### src/rtl/truth_table_sweeper.sv
// Exhaustive truth-table checker: drives every N-bit vector, samples dut_y, and scores it against EXP.
// Latency: a sweep takes 2^N*HOLD clocks from the edge that accepts start; all outputs are registered.
// No backpressure: start is only accepted in IDLE/DONE; a start pulse during a sweep is dropped.
module truth_table_sweeper #(
    parameter int                N    = 3,
    parameter int                HOLD = 1,
    parameter logic [(1<<N)-1:0] EXP  = 8'b1110_0010
) (
    input  logic         clk,
    input  logic         rst_n,
    input  logic         start,
    output logic [N-1:0] dut_in,
    input  logic         dut_y,
    output logic         busy,
    output logic         done,
    output logic         pass,
    output logic [N:0]   err_cnt,
    output logic [N-1:0] first_err_idx
);
    localparam int            HW        = (HOLD > 1) ? $clog2(HOLD) : 1;
    localparam logic [HW-1:0] HOLD_LAST = HW'(HOLD - 1);
    localparam logic [N:0]    VEC_LAST  = {1'b0, {N{1'b1}}};

    typedef enum logic [1:0] {S_IDLE, S_RUN, S_DONE} state_t;

    state_t        state;
    logic [N:0]    vec;
    logic [N:0]    vec_nxt;
    logic [HW-1:0] hold;
    logic          sample;
    logic          mismatch;
    logic [N:0]    err_nxt;

    // The vector counter carries one extra bit so the last vector is seen before any wrap.
    assign vec_nxt  = vec + {{N{1'b0}}, 1'b1};
    assign sample   = (hold == HOLD_LAST);
    assign mismatch = (dut_y != EXP[vec[N-1:0]]);
    assign err_nxt  = err_cnt + {{N{1'b0}}, mismatch};

    always_ff @(posedge clk or negedge rst_n) begin
        if (!rst_n) begin
            state         <= S_IDLE;
            vec           <= '0;
            hold          <= '0;
            dut_in        <= '0;
            busy          <= 1'b0;
            done          <= 1'b0;
            pass          <= 1'b0;
            err_cnt       <= '0;
            first_err_idx <= '0;
        end else begin
            case (state)
                S_IDLE, S_DONE: begin
                    if (start) begin
                        state         <= S_RUN;
                        busy          <= 1'b1;
                        done          <= 1'b0;
                        pass          <= 1'b0;
                        err_cnt       <= '0;
                        first_err_idx <= '0;
                        vec           <= '0;
                        hold          <= '0;
                        dut_in        <= '0;
                    end
                end
                S_RUN: begin
                    if (sample) begin
                        hold    <= '0;
                        vec     <= vec_nxt;
                        err_cnt <= err_nxt;
                        if (mismatch && (err_cnt == '0)) begin
                            first_err_idx <= vec[N-1:0];
                        end
                        // pass must include the compare made on this very edge, hence err_nxt.
                        if (vec == VEC_LAST) begin
                            state  <= S_DONE;
                            busy   <= 1'b0;
                            done   <= 1'b1;
                            pass   <= (err_nxt == '0);
                            dut_in <= '0;
                        end else begin
                            dut_in <= vec_nxt[N-1:0];
                        end
                    end else begin
                        hold <= hold + HW'(1);
                    end
                end
                default: state <= S_IDLE;
            endcase
        end
    end
endmodule

### config.mk
export PLATFORM = sky130hd
export DESIGN_NAME = truth_table_sweeper
export DESIGN_NICKNAME = d
export VERILOG_FILES = /design/src/rtl/truth_table_sweeper.sv
export SDC_FILE = /design/constraint.sdc
export NUM_CORES = 1
export LEC_CHECK = 0
export CAP_MARGIN = 20
export CORE_MARGIN = 5
export CORE_UTILIZATION = 40
export CTS_CLUSTER_SIZE = 14
export DETAILED_ROUTE_END_ITERATION = 12
export GPL_TIMING_DRIVEN = 0
export PLACE_DENSITY = 0.66
export SETUP_SLACK_MARGIN = 0.02
export SLEW_MARGIN = 20
export SYNTH_ARGS = -nofsm -noshare
export SYNTH_HDL_FRONTEND = slang
export SYNTH_SLANG_ARGS = --single-unit
### constraint.sdc
create_clock -name clk -period 3.7 [get_ports clk]
set_input_delay 0.925 -clock clk [delete_from_list [all_inputs] [get_ports clk]]
set_output_delay 0.925 -clock clk [all_outputs]
set_load 0.05 [all_outputs]
# Word-level counts from Yosys, hierarchy flattened
# Memory sizes are Yosys's and may differ from the RTL's.
# Index checks and enable logic that the tools add are counted.
# word_totals
regBits,20
romBits,8
inputBits,4
word_cells,63
memories,1
# classes
addsub,3
n_lt_le_gt_ge,1
n_eq_ne,8
n_mux,30
reduce_logical,11
# memory_table
memory,words,word_bits,read_ports,rd_clocked_by_memory_dff,write_ports,line_no,text
(no name shown),8,1,1,0,0,37,assign mismatch = (dut_y != EXP[vec[N-1:0]]);
# ops
cell,count
$pmux W4 S2,2
$mux W3,5
$mux W4,3
$pmux W3 S2,2
$mux W1,10
$logic_not A4 Y1,2
$ne A2 B2 Y1 const B,4
$pmux W1 S2,4
$reduce_and A4 Y1,2
$mux W2,3
$reduce_and A3 Y1,2
$add A4 B1 Y4,1
$add A4 B1 Y4 const B,1
$eq A4 B3 Y1 const B,1
$lt A3 B4 Y1 const B,1
$pmux W2 S2,1
$eq A2 B1 Y1 const B,1
$eq A2 B2 Y1 const B,1
$logic_not A2 Y1,1
$reduce_and A2 Y1,1
$reduce_bool A2 Y1,1
$reduce_or A2 Y1,1
$add A1 B1 Y1 const B,1
$logic_and A1 B1 Y1,1
$ne A1 B1 Y1,1

# Depth between registers and ports, before layout
# Gate-level depths: netlist (run 1).
# depth
word_depth,8
depth_mapped,7
ltp_nobuf,7

# Worst setup path after synthesis (run 1)
# No wires, ideal clock.
# synth_path
path_kind,input-to-reg
from,input dut_y
to,register pass
setup_time_ns,0.122
arrival_time_ns,1.978
required_ns,3.578
path_slack_ns,1.600
path_stages,6
path_buffers,0
path_cell_list,xnor2_2 -> ha_1 -> ha_1 -> xor2_1 -> nor4_1 -> a32o_1
# synth_via
elab_chain_cells,6
# synth_lines
item,line_no,text
start: declaration,13,"input logic dut_y,"
$ne A1 B1 Y1,37,
$add A4 B1 Y4,38,"assign err_nxt = err_cnt + {{N{1'b0}}, mismatch};"
$logic_not A4 Y1,79,pass <= (err_nxt == '0);
$mux W1,75,if (vec == VEC_LAST) begin
$mux W1,67,if (sample) begin
$pmux W1 S2,52,case (state)
end signal: assignment,79,
end: declaration,16,"output logic pass,"
# No other way between the ends. The select of a mux whose other input is x is not followed.
# A chain may end at the register's enable or synchronous reset.

# Final worst setup path (run 1)
# layout_path
from,register err_cnt[2]
to,output err_cnt[2]
# layout_rtl
item,line_no,text
start: declaration,17,"output logic [N:0] err_cnt,"
start signal: assignment,70,err_cnt <= err_nxt;
# No word-level cell between the ends.

==> results of run 1 <==
==> worst paths after layout <==
path	to	start	slack [ns]	cells after the start
worst max-delay path	err_cnt[2]	err_cnt[2]$_DFFE_PN0P_	1.15	1
worst min-delay path	busy$_DFFE_PN0P_	busy$_DFFE_PN0P_	0.49	2
worst max register to register	pass$_DFFE_PN0P_	vec[1]$_DFFE_PN0P_	1.73	6
worst min register to register	busy$_DFFE_PN0P_	busy$_DFFE_PN0P_	0.49	2
max in group asynchronous	pass$_DFFE_PN0P_	rst_n	2.08	1
min in group asynchronous	vec[1]$_DFFE_PN0P_	rst_n	1.10	1
==> area by class of cell <==
type | instances | area share, %
plain buffers | 1 | 1.01
clock buffers | 3 | 2.02
clock inverters | 1 | 0.448
inverters | 1 | 0.336
multi-input cells | 57 | 36.2
flip-flops and latches | 19 | 42.6
well taps | 28 | 3.14
repair buffers | 16 | 14.3
==> stage by stage <==
stage                     power, uW  util [%]  cell area, um^2
after floorplan                 866         -              895
after global placement         1050      50.2             1090
after detailed placement       1060      50.2             1090
after CTS                      1170      51.5             1120
after global routing           1240      51.5             1120
final                          1150      51.5             1120
==> placed cells by master, fill, tap and decap left out, drive strengths merged, types with 2 or more instances in the layout <==
cell,n
xor2,2
clkdlybuf4s50,16
clkbuf,3
and3,3
nand2b,3
dfrtp,19
a22o,3
nand2,9
xnor2,3
nand3,3
nor2,4
a32o,5
ha,3
nor4,2
o21ai,10
==> registers in the layout, indices dropped and copies added, names as in the netlist <==
name,count
err_cnt,4
vec,4
dut_in,3
first_err_idx,3
state,2
busy,1
done,1
pass,1
==> power by group <==
group | internal (uW) | leakage [uW] | switching, uW | total, uW
Clock | 40.2 | 0.0000177 | 62.8 | 103
Sequential | 292 | 0.000239 | 82.8 | 375
Combinational | 272 | 0.000225 | 401 | 673
Total | 604 | 0.000482 | 546 | 1150
==> layer usage <==
layer | GRT usage (%) | routed length (um) | vias to the layer above
met5 | 0 | 0 | -
met4 | 4.97 | 27 | 0
met3 | 2.71 | 60 | 4
met2 | 18.8 | 844 | 12
met1 | 15.4 | 753 | 324
li1 | - | - | 326
==> logic make-up after synthesis <==
logic type	count (synthesis)	synth area share (%)
buffers and inverters	2	1.68
muxes	1	1.12
adders and majority gates	3	4.20
DFF	19	53.1
and+or+nand+nor	29	19.4
xor gates and xnor gates	5	5.74
AOI/OAI and AO/OA	19	14.7
==> flow_summary.json, run 1 <==
{
  "ios": 17,
  "max_stage_delay_ns": 0.85,
  "post-place-cells": 122,
  "synthTopCellsByArea": "dfrtp_1, a32o_1, o21ai_0",
  "finalCritPeriodShare_pct": 68.9,
  "fin_cells": 126,
  "p_per_area_nw_per_um2": 1030,
  "drtPass1Iterations": 4,
  "postCtsSetupBuffers": 0,
  "wl_per_cell_um": 13.4,
  "first_global_vias": 662,
  "die_w_um": 57.3,
  "netlist_instances": 78,
  "cts_made_buffers": 3,
  "cp_top_family": "buffers and inverters",
  "timing_worst_setup_path_type": "register to output port",
  "timing_hold_violations_final": 0,
  "post-route-drc-count": 0,
  "crit_path_start_kind": "register",
  "finalNetCount": 106,
  "grt_antenna_before_repair": 0,
  "grtUsageTotal_pct": 11.8,
  "yosysWarnings": 0,
  "nFillCells": 219,
  "area_growth_pct": 24.9,
  "die-area_um2": 3280,
  "ir_worst_vdd_uv": 501,
  "numClockSinks": 19,
  "worstPathRequired_ns": 2.77,
  "cts_max_level": 1,
  "seq_area_um2": 475,
  "ys_types": 27,
  "min_period_ns": 2.55,
  "drtAntennaViolNets": 0,
  "cts_hold_buf": 0,
  "synth.top_cells.by_count": "dfrtp_1, o21ai_0, nand2_1, a32o_1",
  "status": "completed",
  "hpwl_mm": 1.28,
  "drt_iter0_drc": 19,
  "setup_violations": 0,
  "coreArea_um2": 2170,
  "critPathBufInv": 1,
  "slew_headroom_pct": 43.9,
  "fin_ws_ns": 1.15,
  "grt-ovfl-total": 0,
  "clock_latency_ns": 0.29,
  "fmax_mhz": 392,
  "async_flop_share_pct": 100,
  "fp-row-count": 17,
  "maxCapViolations": 0,
  "syn_area_um2": 895,
  "via_per_inst": 5.29,
  "path_max_fanout": 6,
  "finalClockSkew_ns": 0.00383,
  "ys_ff_latch": 19,
  "clk_path_buf_depth": 2,
  "die_y_um": 57.3,
  "worstMarginPinSlew_ns": 0.839,
  "start_util_pct": 41.2,
  "cp-end-kind": "output port",
  "slew_viol_final": 0,
  "cts_resized": 0,
  "ys.flop_type": "dfrtp_1",
  "pre_cts_slack_ns": 0.943,
  "grt_pass1_wl_mm": 3.02,
  "rsz0062_at_grt": "no",
  "drive_above_1_share_pct": 13.3,
  "cts_tree": "done",
  "syn_area_per_cell_um2": 11.5,
  "critPathArrivalTime_ns": 1.62,
  "clk_pin_slew_ns": 0.11,
  "synth_edf_count": 0,
  "min_path_type": "register to register",
  "p_leak_uw": 0.000482,
  "yosysMostFrequentCell": "dfrtp_1",
  "port_buffers": 16,
  "synthesis.nets": 85,
  "crit_path_top_delay_cell": "clkdlybuf4s50_1",
  "grt_max_degree": 20,
  "root_buffer": "clkbuf_4",
  "finalWirelength_mm": 1.69,
  "synth_top_area_share_pct": 53.1,
  "hold_ws_ns": 0.495,
  "yosysSeqAreaShare_pct": 53.1,
  "gp_congestion": 0.762,
  "synth_area_leader_cell": "dfrtp_1",
  "path_cells": "clkdlybuf4s50_1",
  "setup_tns_ns": 0,
  "multi_input_area_um2": 404,
  "vias": 666,
  "antennaDiodeCount": 0
}
Note: power is estimated with default switching activity, not from simulation.
==> run 2, diff against run 1 <==
--- a/config.mk
+++ b/config.mk
@@ -11,7 +11,7 @@
 export CTS_CLUSTER_SIZE = 14
 export DETAILED_ROUTE_END_ITERATION = 12
 export GPL_TIMING_DRIVEN = 0
-export PLACE_DENSITY = 0.66
+export PLACE_DENSITY = 0.69
 export SETUP_SLACK_MARGIN = 0.02
 export SLEW_MARGIN = 20
 export SYNTH_ARGS = -nofsm -noshare
==> constraint.sdc (replaced) <==
create_clock -name clk -period 2.3 [get_ports clk]
set_input_delay 0.575 -clock clk [delete_from_list [all_inputs] [get_ports clk]]
set_output_delay 0.575 -clock clk [all_outputs]
set_load 0.05 [all_outputs]
==> flow_summary.json, run 2 (synthesis results as in run 1) <==
{
  "status": "completed",
  "hold_path_depth": 2,
  "grt-ovfl-total": 0,
  "drtPass1Iterations": 2,
  "via_per_inst": 5.29,
  "timing_worst_setup_path_type": "register to output port",
  "die_w_um": 57.3,
  "timing_hold_violations_final": 0,
  "crit_path_start_kind": "register",
  "critPathArrivalTime_ns": 1.62,
  "ir_worst_vdd_uv": 767,
  "start_util_pct": 41.2,
  "p_leak_uw": 0.000495,
  "fp-row-count": 17,
  "numClockSinks": 19,
  "area_growth_pct": 25.0,
  "pre_cts_slack_ns": -0.0831,
  "clk_path_buf_depth": 2,
  "grtUsageTotal_pct": 13.1,
  "max_stage_delay_ns": 0.84,
  "cp-end-kind": "output port",
  "multi_input_area_um2": 404,
  "cts_tree": "done",
  "vias": 667,
  "slew_viol_final": 0,
  "crit_path_top_delay_cell": "clkdlybuf4s50_1",
  "drive_above_1_share_pct": 12.2,
  "layout_commonest_cell": "dfrtp_1",
  "nFillCells": 197,
  "fin_ws_ns": 0.106,
  "path_max_fanout": 5,
  "clock_latency_ns": 0.30,
  "worstPathRequired_ns": 1.73,
  "p_per_area_nw_per_um2": 1670,
  "die-area_um2": 3280,
  "path_cells": "clkdlybuf4s50_1",
  "rsz0062_at_grt": "no",
  "finalCritPeriodShare_pct": 95.4,
  "crit_cells": 1,
  "root_buffer": "clkbuf_4",
  "cp_top_family": "buffers and inverters",
  "rrSetupSlack_ns": 0.30,
  "drtAntennaViolNets": 0,
  "cts_max_level": 1,
  "grt_max_degree": 20,
  "seq_area_um2": 475,
  "finalNetCount": 106,
  "gp_congestion": 0.782,
  "min_period_ns": 2.19,
  "post-route-drc-count": 0,
  "worst_r2r_path_depth": 6,
  "wl_per_cell_um": 14.3,
  "finalClockSkew_ns": 0.00348,
  "grt_antenna_before_repair": 0,
  "finalWirelength_mm": 1.80,
  "final_cell_mix": "dfrtp_1, clkdlybuf4s50_1, o21ai_0, nand2_1, a32o_1",
  "min_path_type": "register to register",
  "coreArea_um2": 2170,
  "clk_pin_slew_ns": 0.11,
  "first_global_vias": 695,
  "ios": 17,
  "critPathBufInv": 1,
  "setup_violations": 0,
  "post-place-cells": 122,
  "maxCapViolations": 0,
  "cts_hold_buf": 0,
  "worstMarginPinSlew_ns": 0.859,
  "fin_cells": 126,
  "fmax_mhz": 456,
  "grt_pass1_wl_mm": 3.24,
  "cts_resized": 0,
  "port_buffers": 16,
  "postCtsSetupBuffers": 0,
  "die_y_um": 57.3,
  "antennaDiodeCount": 0,
  "cts_made_buffers": 3,
  "biggestRegsByFlops": "err_cnt: 4 flops, vec: 4 flops",
  "slew_headroom_pct": 42.5,
  "drt_iter0_drc": 10
}
-- run 2: changes by cell type in the layout (fill, tap and decap cells not counted), sizes merged --
| cell | before | now |
|---|---|---|
| dlymetal6s2s | 0 | 1 |
| clkdlybuf4s50 | 16 | 15 |
| clkbuf | 3 | 4 |
| clkinv | 1 | 0 |
-- run 2: layout make-up --
| class | count | area share [%] |
|---|---|---|
| Clock buffer | 4 | 2.35 |
| Tap cell | 28 | 3.13 |
| Sequential cell | 19 | 42.5 |
| Buffer | 1 | 1.01 |
| Inverter | 1 | 0.336 |
| Timing Repair Buffer | 16 | 14.5 |
| Multi-Input combinational cell | 57 | 36.1 |
-- run 2: path summary, 6_finish.rpt --
kind                                        startpoint                     end
worst max-delay path            err_cnt[1]$_DFFE_PN0P_              err_cnt[1]
worst min-delay path             dut_in[0]$_DFFE_PN0P_   dut_in[0]$_DFFE_PN0P_
worst max register to register      vec[1]$_DFFE_PN0P_        pass$_DFFE_PN0P_
worst min register to register   dut_in[0]$_DFFE_PN0P_   dut_in[0]$_DFFE_PN0P_
max in group asynchronous                        rst_n  err_cnt[0]$_DFFE_PN0P_
min in group asynchronous                        rst_n   dut_in[2]$_DFFE_PN0P_
-- run 2: per-layer routing --
layer / routed length, um / track usage [%] / share of wire [%]
met3: 38 / 2.71 / 2.1
met5: 0 / 0 / 0
met4: 48 / 6.95 / 2.7
met1: 873 / 17.1 / 49
met2: 835 / 20.2 / 46
-- run 2: metrics by stage --
step	utilization [%]	power, uW	cell area (um^2)	setup TNS, ns	hold slack, ns
final	51.6	1870	1120	0	0.489
after global routing	51.6	2020	1120	0	0.532
after CTS	51.4	1890	1120	0	0.499
after detailed placement	50.2	1710	1090	-0.0831	0.474
after global placement	50.2	1680	1090	-0.0738	0.462
after floorplan	-	1390	895	0	0.279
-- run 2: power by group --
group	internal [uW]	switching, uW
Sequential	470	137
Clock	67.7	108
Combinational	439	650
Total	977	896
